==> config.mk <==
export PLATFORM = sky130hd
export DESIGN_NAME = freq_gen_mc
export DESIGN_NICKNAME = d
export VERILOG_FILES = /design/src/rtl/freq_gen_pkg.sv /design/src/rtl/freq_gen_chan.sv /design/src/rtl/freq_gen_mc.sv
export SDC_FILE = /design/constraint.sdc
export NUM_CORES = 1
export LEC_CHECK = 0
export ABC_AREA = 1
export BUFFER_PORTS_ARGS = -buffer_cell sky130_fd_sc_hd__clkbuf_2
export CAP_MARGIN = 10
export CORE_MARGIN = 3
export CORE_UTILIZATION = 47
export CTS_CLUSTER_SIZE = 20
export DETAILED_ROUTE_END_ITERATION = 8
export HOLD_SLACK_MARGIN = 0.02
export SLEW_MARGIN = 20
export SYNTH_ARGS = -nofsm -noshare
export SYNTH_HDL_FRONTEND = slang
export SYNTH_HIERARCHICAL = 1
export SYNTH_SLANG_ARGS = --single-unit
==> constraint.sdc <==
create_clock -name clk_in -period 4.4 [get_ports clk_in]
set_input_delay 0.66 -clock clk_in [delete_from_list [all_inputs] [get_ports clk_in]]
set_output_delay 0.66 -clock clk_in [all_outputs]
set_load 0.005 [all_outputs]
==> src/rtl/freq_gen_pkg.sv <==
// freq_gen_pkg: shared waveform mode type and channel-select width helper.
package freq_gen_pkg;
  typedef enum logic {SQUARE, PULSE} wave_mode_t;
  function automatic int chan_w(input int n);
    return n > 1 ? $clog2(n) : 1;
  endfunction
endpackage

==> src/rtl/freq_gen_chan.sv <==
// freq_gen_chan: one divided output with shadow config applied at period boundaries.
module freq_gen_chan
  import freq_gen_pkg::*;
#(
  parameter int DataWidth = 8
) (
  input  logic               clk_in,
  input  logic               rst_n,
  input  logic               sync_restart,
  input  logic               wr_en,
  input  logic [DataWidth:0] wr_cfg,
  output logic               pending,
  output logic               clk_out,
  output logic               period_tick
);
  typedef struct packed {
    logic [DataWidth-1:0] div;
    wave_mode_t           mode;
  } chan_cfg_t;
  chan_cfg_t act, shd;
  logic [DataWidth-1:0] cnt;
  logic stopped, last, apply;
  assign stopped     = act.div == '0;
  assign last        = !stopped && cnt == act.div - DataWidth'(1);
  assign period_tick = last && (act.mode == PULSE || clk_out);
  assign apply       = pending && (sync_restart || stopped || period_tick);
  always_ff @(posedge clk_in or negedge rst_n) begin
    if (!rst_n) begin
      act     <= '0;
      shd     <= '0;
      pending <= 1'b0;
      cnt     <= '0;
      clk_out <= 1'b0;
    end else begin
      pending <= wr_en || (pending && !apply);
      if (wr_en) shd <= chan_cfg_t'(wr_cfg);
      if (apply) begin
        act     <= shd;
        cnt     <= '0;
        clk_out <= 1'b0;
      end else if (sync_restart || stopped) begin
        cnt     <= '0;
        clk_out <= 1'b0;
      end else begin
        cnt     <= last ? '0 : cnt + DataWidth'(1);
        clk_out <= act.mode == PULSE ? last : clk_out ^ last;
      end
    end
  end
endmodule

==> src/rtl/freq_gen_mc.sv <==
// freq_gen_mc: multi-channel programmable frequency generator with
// valid/ready reconfiguration and a global phase-aligning restart.
module freq_gen_mc
  import freq_gen_pkg::*;
#(
  parameter int DataWidth   = 8,
  parameter int NumChannels = 4,
  localparam int ChanW      = chan_w(NumChannels)
) (
  input  logic                   clk_in,
  input  logic                   rst_n,
  input  logic                   sync_restart,
  input  logic                   cfg_valid,
  output logic                   cfg_ready,
  input  logic [ChanW-1:0]       cfg_chan,
  input  logic [DataWidth-1:0]   cfg_div,
  input  logic                   cfg_mode,
  output logic                   cfg_err,
  output logic [NumChannels-1:0] cfg_pending,
  output logic [NumChannels-1:0] clk_out,
  output logic [NumChannels-1:0] period_tick
);
  logic in_range, accept;
  assign in_range  = int'(cfg_chan) < NumChannels;
  assign cfg_ready = in_range ? !cfg_pending[cfg_chan] : 1'b1;
  assign accept    = cfg_valid && cfg_ready;
  always_ff @(posedge clk_in or negedge rst_n) begin
    if (!rst_n) cfg_err <= 1'b0;
    else cfg_err <= accept && !in_range;
  end
  for (genvar c = 0; c < NumChannels; c++) begin : g_chan
    freq_gen_chan #(.DataWidth(DataWidth)) u_chan (
      .clk_in      (clk_in),
      .rst_n       (rst_n),
      .sync_restart(sync_restart),
      .wr_en       (accept && cfg_chan == ChanW'(c)),
      .wr_cfg      ({cfg_div, cfg_mode}),
      .pending     (cfg_pending[c]),
      .clk_out     (clk_out[c]),
      .period_tick (period_tick[c])
    );
  end
endmodule

======== Word level (Yosys, flattened, before mapping) ========
Index checks and enable logic that the tools add are counted.
storage, ports and cells
  register bits ........................... 112
  output and inout bits ................... 14
  word-level logic and storage cells ...... 125
operators by class
  mux-type cells .......................... 26
  $add $sub $neg .......................... 8
  reductions and logical operators ........ 51
  eq/ne operators ......................... 7
  bitwise gates (word level) .............. 4
  order comparisons ....................... 1
operators by type and width
  cell                                                                          count
  8-bit 2-to-1 mux                                                              12
  8-bit by 1-bit adder with 8-bit output, second input constant                 4
  8-bit == test                                                                 4
  8-bit zero test                                                               4
  8-bit by 1-bit subtractor with 8-bit output, second input constant            4
  1-bit logical AND                                                             21
  1-bit logical OR                                                              16
  1-bit 2-to-1 mux                                                              13
  1-bit zero test                                                               9
  2-bit == test, second input constant                                          2
  1-bit bitwise XOR                                                             4
  2-bit by 3-bit less-than comparator with 1-bit output, second input constant  1
  1-bit binary-select mux with 2-bit select                                     1
  2-bit by 1-bit == test with 1-bit output, second input constant               1
  2-bit zero test                                                               1

======== Longest topological paths before layout ========
Gate-level depths: netlist of run 1.
  word-level depth ........................ 9
  gate-level depth with buffers ........... 14
  depth with buffers taken out ............ 14

======== By module ========
The synthesis of run 1 kept the hierarchy.
modules (own cells, without submodules)
  module         cells an instance  instances  seq. area each (um^2)  area each (um^2)
  freq_gen_chan  216                4          700.7                  1,691.6
  freq_gen_mc    23                 1          0.0                    112.6

======== Least setup slack after synthesis of run 1 ========
Ideal clock, no wire load.
  path type ............................... register -> output
  start point ............................. register g_chan[0].u_chan/act[1] in the netlist's numbering
  end point ............................... output period_tick[0]
  required time ........................... 3.740 ns
  arrival ................................. 1.396 ns
  path buffers ............................ 0
  slack ................................... 2.344 ns
  cell stages (with the launch flop) ...... 12
  cell sequence ........................... dfrtp_1 inv_2 ha_1 inv_1 nand2_1 nand2_1 nor2_1 nor2_1 nand2_1 nor2_2 nand4_2 inv_1
on the way
  cells in the longest elaborated chain, start to end .. 4
RTL lines
  what                                                                            line                                      source
  start, declared                                                                 freq_gen_chan.sv:20                       chan_cfg_t act, shd;
  start signal, assigned                                                          freq_gen_chan.sv:29                       act <= '0;
  start signal, assigned                                                          freq_gen_chan.sv:38                       act <= shd;
  8-bit by 1-bit subtractor with 8-bit output or 8-bit zero test (tied branches)  freq_gen_chan.sv:24, freq_gen_chan.sv:23
  8-bit == test or 1-bit zero test (tied branches)                                freq_gen_chan.sv:24                       assign last = !stopped && cnt == act.div - DataWidth'(1);
  1-bit logical AND *                                                             freq_gen_chan.sv:24
  1-bit logical AND *                                                             freq_gen_chan.sv:25                       assign period_tick = last && (act.mode == PULSE || clk_out);
  end, declared                                                                   freq_gen_mc.sv:21                         output logic [NumChannels-1:0] period_tick
Mark *: on every way between the ends. The rest lies on a longest branch, timed or not.

======== Worst setup path in the final report of run 1 ========
Ends and elaborated chain as after synthesis.

==> results.yml, run 1 <==
run_status:
  status: "complete, no violations"
clock_network:
  clockRootBuffer: "clkbuf_16"
  hold_buffers: 0
  cts-resized-gates: 0
  post-cts-setup-buffer-count: 0
  h-tree-depth: 3
  path_clk_slew_ns: 0.07
  cts_made_buffers: 9
  cts_tree: "built"
  clock_path_buffers: 2
  insertion_delay_ns: 0.35
  cts_sinks: 112
logic_synthesis:
  yosysWarnings: 6
  synth_edf_count: 0
  synth.area.top_cells: "dfrtp_1, nand2_1, mux2_2"
  yosysMostFrequentCell: "nand2_1"
  syn_inst: 887
  mappedNetlistArea_sq_um: 6880
  syn-num-nets: 914
  synth_area_per_cell_sq_um: 7.76
  yosysTopAreaCellShare: 0.407
  async_flop_share: 1.00
  yosysTopAreaCell: "dfrtp_1"
  ys_ff_latch: 112
  synth_commonest_cells: "nand2_1, dfrtp_1, nor2_1"
  synth_ff_type: "dfrtp_1"
  ys_seq_area_frac: 0.407
  yosysUniqueCellTypes: 32
detailed_routing:
  dr.pass1.iters: 5
  wl_per_cell_um: 13.0
  drtIter0Drc: 357
  drc_errors: 0
  detail-route-antenna-nets: 0
  totalWireLength_mm: 14.1
  vias: 5413
  via_per_inst: 4.98
pwr:
  p_switching_mw: 1.99
  intPower_mw: 2.57
  power_frac_comb: 0.444
  vdd_drop_max_mv: 0.319
  powerDensity_nw_per_um2: 620
  p_leak_nw: 3.63
  clkPwrFrac: 0.184
  fin_total_pwr_mw: 4.56
  pwr-share-seq: 0.371
  swShare: 0.437
critical_path:
  regToRegEndpoint: "g_chan[2].u_chan/act[2]$_DFFE_PN0P_"
  crit_path_end_kind: "output pin"
  regToRegSetupSlack_ns: 2.27
  path_class: "register to output pin"
  timing.rr.start: "g_chan[2].u_chan/act[1]$_DFFE_PN0P_"
  critical_path_arrival_ns: 2.03
  cp_max_fo: 5
  ff2ff_path_depth: 14
  cp.required_ns: 3.74
  crit_path_start_kind: "register"
min_path:
  min_path_type: "input port to async pin"
global_route:
  antenna_found_initial: 0
  use_met1: 0.259
  grt_pass1_vias: 5225
  grt_usage: 0.186
  grt_max_degree: 44
  grt-ovfl-total: 0
  grt_pass1_wl_mm: 24.7
  met3_usage: 0.0263
  met2_usage: 0.301
  top_usage_layer: "met2"
timing:
  post-route-period-util: 0.611
  fin_crit_ns: 2.69
  tightest_slew_ns: 0.827
  final_max_slew_viol_count: 0
  tns_ns: 0
  hold_viol_final: 0
  rsz0062_at_grt: "false"
  finClkSkew_ns: 0.00993
  fmax_mhz: 372
  finalSetupViolCount: 0
  slew-limit-headroom: 0.447
cells_and_area:
  syn2layout_area_growth_pct: 6.93
  antenna_cells: 0
  num-nets-final: 929
  finalInstanceArea_sq_um: 7360
  utilization: 0.522
  drive_gt1_frac: 0.171
floorplan:
  die_w_um: 127
  die-area_sq_um: 16100
  start_util: 0.488
  die_height_um: 127
  core_area_sq_um: 14100
  rows: 43
  ioPinCount: 29
placed_design:
  port_buffers: 27
  gp_congestion: 0.947
  placed_cell_area_sq_um: 7050
  hpwlAfterDp_mm: 10.7
job:
  drv_cap: 0
-- kinds of logic after synthesis --
family | count (synthesis) | share of synthesized area
AOI/OAI and AO/OA | 40 | 0.0313
xor gates and xnor gates | 48 | 0.0655
adders and majority gates | 12 | 0.0218
buffers and inverters | 130 | 0.0875
DFF | 112 | 0.407
muxes | 36 | 0.0589
other | 1 | 0.000545
and+or+nand+nor | 508 | 0.327
-- final cells by class --
type | count | area (sq um)
inverters | 105 | 394
repair buffers | 29 | 153
clock inverters | 6 | 67.6
clock buffers | 10 | 239
fillers | 1376 | 6740
flip-flops and latches | 112 | 2800
well taps | 180 | 225
multi-input cells | 645 | 3470
-- state kept, by name, indices dropped and copies added, names as in the netlist --
name,cells
g_chan.u_chan/cnt,32
g_chan.u_chan/shd,36
g_chan.u_chan/pending,4
g_chan.u_chan/act,36
g_chan.u_chan/clk_out,4
-- worst max path at each step --
stage | slack [ns] | cells after the start | startpoint | to
2_1_floorplan | 2.34 | 11 | g_chan[0].u_chan/act[1]$_DFFE_PN0P_ | period_tick[0]
3_3_place_gp | 2.12 | 12 | g_chan[0].u_chan/act[1]$_DFFE_PN0P_ | period_tick[0]
3_5_place_dp | 2.08 | 8 | cfg_chan[0] | g_chan[3].u_chan/shd[5]$_DFFE_PN0P_
4_1_cts | 1.70 | 12 | g_chan[0].u_chan/act[1]$_DFFE_PN0P_ | period_tick[0]
5_1_grt | 1.50 | 10 | g_chan[1].u_chan/act[1]$_DFFE_PN0P_ | period_tick[1]
6_report | 1.71 | 11 | g_chan[0].u_chan/act[1]$_DFFE_PN0P_ | period_tick[0]
-- routing by layer --
| layer | share of wire | wire (um) |
|---|---|---|
| met4 | 0.021 | 297 |
| met2 | 0.45 | 6420 |
| met1 | 0.50 | 6990 |
| met3 | 0.028 | 399 |
| met5 | 0 | 0 |
-- cell usage in the layout, fill, tap and decap left out, drive strengths merged --
| cell | count |
|---|---|
| nand3 | 77 |
| mux2 | 36 |
| o21bai | 4 |
| xnor2 | 20 |
| clkinv | 3 |
| nor2 | 130 |
| nor3 | 16 |
| and2 | 1 |
| clkbuf | 36 |
| xor2 | 28 |
| or2 | 4 |
| bufinv | 1 |
| conb | 1 |
| a31oi | 4 |
| nand4 | 6 |
| dfrtp | 112 |
| nand2 | 274 |
| o21ai | 28 |
| buf | 3 |
| clkinvlp | 1 |
| a21oi | 4 |
| ha | 12 |
| inv | 106 |
-- through the flow --
| stage | setup slack (ns) | hold slack (ns) | std cells |
|---|---|---|---|
| 2_1_floorplan | 2.34 | 0.364 | 887 |
| 3_3_place_gp | 2.12 | 0.480 | 1071 |
| 3_5_place_dp | 2.08 | 0.483 | 1071 |
| 4_1_cts | 1.70 | 0.293 | 1087 |
| 5_1_grt | 1.50 | 0.311 | 1087 |
| 6_report | 1.71 | 0.281 | 1087 |
-- critical path, cell delays in order, from the launching register on --
cell and delay [ns]:
dfrtp_1 0.40, inv_2 0.08, ha_1 0.30, inv_1 0.04, nand2_1 0.05, nand2_1 0.05
nor2_1 0.20, nand3_2 0.11, nor2_2 0.15, nand4_2 0.12, inv_1 0.07, clkbuf_2 0.10
-- power by group through the flow --
stage / sequential (mW) / clock [mW] / combinational, mW
after detailed placement: 1.71 / 0 / 2.02
after global routing: 1.75 / 0.915 / 2.36
after global placement: 1.70 / 0 / 1.98
final: 1.69 / 0.840 / 2.03
after CTS: 1.70 / 0.873 / 2.03
after floorplan: 1.57 / 0 / 1.77
(Power assumes the default switching activity.)
==> inputs of run 2 (changes only) <==
--- a/config.mk
+++ b/config.mk
@@ -5,7 +5,7 @@
 export SDC_FILE = /design/constraint.sdc
 export NUM_CORES = 1
 export LEC_CHECK = 0
-export ABC_AREA = 1
+export ABC_AREA = 0
 export BUFFER_PORTS_ARGS = -buffer_cell sky130_fd_sc_hd__clkbuf_2
 export CAP_MARGIN = 10
 export CORE_MARGIN = 3
==> constraint.sdc (replaced) <==
create_clock -name clk_in -period 2.8 [get_ports clk_in]
set_input_delay 0.42 -clock clk_in [delete_from_list [all_inputs] [get_ports clk_in]]
set_output_delay 0.42 -clock clk_in [all_outputs]
set_load 0.005 [all_outputs]
==> run 2 against run 1 <==
Compared with the run above: largest cell class unchanged; clock skew fell by 0.00092 ns; sequential power increased by 62%; via count fell by 21%; synthesized area shrank 11%; power grew 44%; global-route usage decreased by 0.25 points; worst setup slack lost 1.6 ns; clock power rose by 50%; die area fell by 11%; flip-flop and latch count unchanged.
==> results.yml, run 2 <==
pwr:
  vdd_drop_max_mv: 0.361
  swShare: 0.385
  powerDensity_nw_per_um2: 932
  pwr-share-seq: 0.416
  p_leak_nw: 3.09
  p_switching_mw: 2.53
  power_frac_comb: 0.392
  clkPwrFrac: 0.192
  intPower_mw: 4.05
cells_and_area:
  layout_commonest_cell: "dfrtp_1"
  layout_common_cells: "dfrtp_1, mux2_2, nor2_1"
  syn2layout_area_growth_pct: 15.4
  drive_gt1_frac: 0.329
  num-nets-final: 620
  reg_top3: "g_chan.u_chan/act (36), g_chan.u_chan/shd (36), g_chan.u_chan/cnt (32)"
  antenna_cells: 0
  fill_cells: 1108
  finalInstanceArea_sq_um: 7060
critical_path:
  critical_path_arrival_ns: 2.28
  regToRegSetupSlack_ns: 0.27
  crit_path_end_kind: "output pin"
  path_class: "register to output pin"
  cp.required_ns: 2.38
  crit_path_start_kind: "register"
  ff2ff_path_depth: 7
  cp_max_fo: 5
timing:
  finalSetupViolCount: 0
  hold_slack_ns: 0.0246
  post-route-period-util: 0.966
  slew-limit-headroom: 0.559
  fin_crit_ns: 2.70
  fin_ws_ns: 0.0952
  final_max_slew_viol_count: 0
  fmax_mhz: 370
  hold_viol_final: 0
  finClkSkew_ns: 0.00901
  tightest_slew_ns: 0.653
  rsz0062_at_grt: "true"
logic_synthesis:
  syn-num-nets: 564
  mappedNetlistArea_sq_um: 6120
  async_flop_share: 1.00
  yosysTopAreaCell: "dfrtp_1"
  ys_seq_area_frac: 0.458
  yosysMostFrequentCell: "dfrtp_1"
  synth_ff_type: "dfrtp_1"
  ys_ff_latch: 112
  synth_commonest_cells: "dfrtp_1, mux2_2, nor2_1"
  yosysUniqueCellTypes: 42
  synth_area_per_cell_sq_um: 11.4
  syn_inst: 537
  synth.area.top_cells: "dfrtp_1, mux2_2, xor2_1"
  yosysWarnings: 6
  synth_edf_count: 0
  yosysTopAreaCellShare: 0.458
floorplan:
  die_w_um: 120
  die_height_um: 120
  core_area_sq_um: 12700
  rows: 41
  ioPinCount: 29
  start_util: 0.483
  die-area_sq_um: 14400
global_route:
  grt_pass1_vias: 4212
  grt_pass1_wl_mm: 21.3
  grt-ovfl-total: 0
  grt_max_degree: 61
  antenna_found_initial: 0
  grt_usage: 0.184
detailed_routing:
  totalWireLength_mm: 12.8
  drc_errors: 0
  drtIter0Drc: 281
  dr.pass1.iters: 4
  via_per_inst: 5.57
  detail-route-antenna-nets: 0
  vias: 4291
  wl_per_cell_um: 16.6
clock_network:
  clockRootBuffer: "clkbuf_16"
  insertion_delay_ns: 0.35
  cts_tree: "built"
  hold_buffers: 0
  cts_made_buffers: 9
  h-tree-depth: 3
  cts_sinks: 112
  clock_path_buffers: 2
  path_clk_slew_ns: 0.08
job:
  drv_cap: 0
placed_design:
  gp_congestion: 0.835
  placed_cell_area_sq_um: 6500
  port_buffers: 27
  place_ws_ns: 0.0628
  hpwlAfterDp_mm: 9.04
run_status:
  status: "complete, no violations"
min_path:
  min_path_type: "input port to async pin"
run 2: area by class of cell:
class	instances	area [sq um]	share of cell area
Timing Repair Buffer	58	383	0.0542
Tap cell	172	215	0.0305
Multi-Input combinational cell	387	3270	0.463
Sequential cell	112	2810	0.399
Clock inverter	6	50.0	0.00709
Inverter	25	93.8	0.0133
Clock buffer	10	239	0.0338
run 2: final timing paths:
check	from	end
max reg2reg	g_chan[3].u_chan/act[5]$_DFFE_PN0P_	g_chan[3].u_chan/act[5]$_DFFE_PN0P_
max	g_chan[1].u_chan/act[2]$_DFFE_PN0P_	period_tick[1]
min in group clk_in	cfg_div[6]	g_chan[2].u_chan/shd[7]$_DFFE_PN0P_
max in group asynchronous	rst_n	g_chan[3].u_chan/act[1]$_DFFE_PN0P_
min reg2reg	g_chan[3].u_chan/shd[5]$_DFFE_PN0P_	g_chan[3].u_chan/shd[5]$_DFFE_PN0P_
min	rst_n	g_chan[0].u_chan/cnt[2]$_DFF_PN0_
run 2: layer usage:
layer | wire [um] | vias up | track usage | part of all wire
met2 | 5890 | 64 | 0.277 | 0.46
met3 | 387 | 16 | 0.0278 | 0.030
met4 | 220 | 0 | 0.0694 | 0.017
li1 | - | 2039 | - | -
met1 | 6280 | 2172 | 0.269 | 0.49
met5 | 0 | - | 0 | 0
run 2: critical path: stages, from the launching register on:
cell	delay, ns
dfrtp_2	0.47
inv_2	0.10
ha_4	0.15
nor3b_4	0.26
xnor2_2	0.11
a2111oi_4	0.39
buf_4	0.20
nand3_2	0.08
inv_1	0.06
clkbuf_2	0.10
run 2: per-stage QoR:
step	utilization	setup TNS, ns	std cells	total power [mW]
finish	0.557	0	770	6.58
floorplan	-	0	537	4.43
global placement	0.513	0	736	4.88
global route	0.557	-0.0872	770	7.05
detailed placement	0.513	0	736	4.99
CTS	0.538	0	752	6.29
run 2: power by group through the flow:
stage               combinational, mW  sequential, mW  clock [mW]
floorplan                        1.96            2.48           0
global placement                 2.20            2.67           0
detailed placement               2.28            2.70           0
CTS                              2.31            2.69        1.30
global route                     2.86            2.83        1.36
finish                           2.58            2.74        1.26
run 2: kinds of logic (layout without fill, tap and decap cells):
logic type      Yosys count  after routing  share of synthesized area
buf+inv                  38             99                     0.0288
flops                   112            112                      0.458
compound gates           52             52                     0.0925
simple gates            189            189                      0.176
fa+ha+maj                12             12                     0.0245
xor+xnor                 64             64                     0.0917
mux                      69             69                      0.128
other cells               1              1                   0.000613
run 2: what timing repair did:
item                       CTS  global route
resized for setup            6            29
setup endpoints to repair    4            11
setup buffers                0            18
pin swaps                    1            12
==> inputs of run 3 (changes only) <==
==> constraint.sdc (replaced) <==
create_clock -name clk_in -period 3.3 [get_ports clk_in]
set_input_delay 0.495 -clock clk_in [delete_from_list [all_inputs] [get_ports clk_in]]
set_output_delay 0.495 -clock clk_in [all_outputs]
set_load 0.005 [all_outputs]
==> run 3 against run 2 <==
Compared with the run above: clock power decreased by 6%; register-to-register slack better by 0.31 ns; sequential share of layout area is 1.4 points higher; die area did not move; worst hold slack better by 0.11 ns; highest routed layer unchanged.
==> results.yml, run 3 (synthesis gave the netlist of run 2 again) <==
timing:
  post-route-period-util: 0.918
  rsz0062_at_grt: "false"
  finClkSkew_ns: 0.00860
  finalSetupViolCount: 0
  slew-limit-headroom: 0.580
  hold_viol_final: 0
  fmax_mhz: 330
  hold_slack_ns: 0.136
  fin_crit_ns: 3.03
  tightest_slew_ns: 0.621
  final_max_slew_viol_count: 0
  tns_ns: 0
global_route:
  antenna_found_initial: 0
  use_met1: 0.248
  grt_max_degree: 69
  met3_usage: 0.0509
  grt_pass1_wl_mm: 21.2
  met2_usage: 0.298
  top_usage_layer: "met2"
  grt_pass1_vias: 4248
  grt_usage: 0.184
  grt-ovfl-total: 0
clock_network:
  cts_sinks: 112
  cts_tree: "built"
  h-tree-depth: 3
  insertion_delay_ns: 0.35
  clock_path_buffers: 2
  path_clk_slew_ns: 0.08
  clockRootBuffer: "clkbuf_16"
  hold_buffers: 0
  cts_made_buffers: 9
floorplan:
  die_w_um: 120
  die-area_sq_um: 14400
  rows: 41
  die_height_um: 120
  ioPinCount: 29
  core_area_sq_um: 12700
  start_util: 0.483
min_path:
  min_path_type: "input port to async pin"
critical_path:
  slowest_stage: "a2111oi_4"
  path_cells: "inv_1 -> ha_1 -> nor3b_1 -> xnor2_1 -> a2111oi_4 -> nand3_1 -> inv_1 -> clkbuf_2"
  cp.required_ns: 2.80
  path_class: "register to output pin"
  path_common_cell: "inv_1"
  ff2ff_path_depth: 6
  max_stage_delay_ns: 0.48
  crit_path_end_kind: "output pin"
  cp_max_fo: 7
  critical_path_arrival_ns: 2.53
  crit_path_start_kind: "register"
detailed_routing:
  wl_per_cell_um: 16.7
  dr.pass1.iters: 4
  totalWireLength_mm: 12.5
  vias: 4159
  drc_errors: 0
  detail-route-antenna-nets: 0
  via_per_inst: 5.58
  drtIter0Drc: 246
pwr:
  vdd_drop_max_mv: 0.433
  powerDensity_nw_per_um2: 788
  p_leak_nw: 2.96
placed_design:
  gp_congestion: 0.806
  port_buffers: 27
  hpwlAfterDp_mm: 9.03
cells_and_area:
  syn2layout_area_growth_pct: 11.0
  reg_top3: "g_chan.u_chan/act (36), g_chan.u_chan/shd (36), g_chan.u_chan/cnt (32)"
  utilization: 0.536
  layout_common_cells: "dfrtp_1, mux2_2, nor2_1"
  num-nets-final: 597
  layout_commonest_cell: "dfrtp_1"
  drive_gt1_frac: 0.254
  antenna_cells: 0
run_status:
  status: "complete, no violations"
job:
  drv_cap: 0
run 3: timing repair:
action	CTS	global route
setup endpoints to repair	0	1
buffers inserted	0	4
resized for setup	0	1
hold endpoints to repair	0	0
run 3: cell type report:
cell class                 instances  area (sq um)
clock buffer                       9           225
clock inverter                     6          93.8
fill                            1156          5880
inverter                          25          93.8
multi-input combinational        387          3150
sequential                       112          2800
tap                              172           215
timing repair buffer              35           210
run 3: power breakdown:
part	total, mW	internal, mW	switching (mW)
registers	2.27	1.75	0.517
clock network	1.18	0.667	0.509
logic	1.90	0.917	0.987
total	5.35	3.34	2.01
run 3: worst max-delay path: cells and delay by family, from the launching register on:
kind,cells,cell delay [ns]
fa+ha+maj,1,0.21
buf+inv,3,0.31
xor+xnor,1,0.18
flops,1,0.46
compound gates,1,0.48
simple gates,2,0.56
run 3: routing by layer:
layer	wire [um]	vias to the layer above
met5	0	-
met3	508	12
met1	5940	2103
li1	-	1993
met2	5910	51
met4	132	0
run 3: per-stage QoR:
stage / worst slack, ns / std cells / power [mW] / area [sq um]
finish: 0.272 / 746 / 5.35 / 6790
global route: 0.0123 / 746 / 5.74 / 6790
CTS: 0.146 / 742 / 5.38 / 6750
detailed placement: 0.501 / 727 / 4.18 / 6430
global placement: 0.612 / 727 / 4.09 / 6430
floorplan: 0.958 / 537 / 3.76 / 6120
run 3: path summary, 6_finish.rpt:
path	from	endpoint	slack [ns]
min in group clk_in	cfg_div[6]	g_chan[3].u_chan/shd[7]$_DFFE_PN0P_	0.47
min reg2reg	g_chan[2].u_chan/shd[4]$_DFFE_PN0P_	g_chan[2].u_chan/act[4]$_DFFE_PN0P_	0.51
min	rst_n	g_chan[0].u_chan/cnt[6]$_DFF_PN0_	0.14
max in group asynchronous	rst_n	g_chan[3].u_chan/cnt[5]$_DFF_PN0_	2.40
max reg2reg	g_chan[3].u_chan/act[3]$_DFFE_PN0P_	g_chan[3].u_chan/act[2]$_DFFE_PN0P_	0.58
max	g_chan[2].u_chan/act[1]$_DFFE_PN0P_	period_tick[2]	0.27
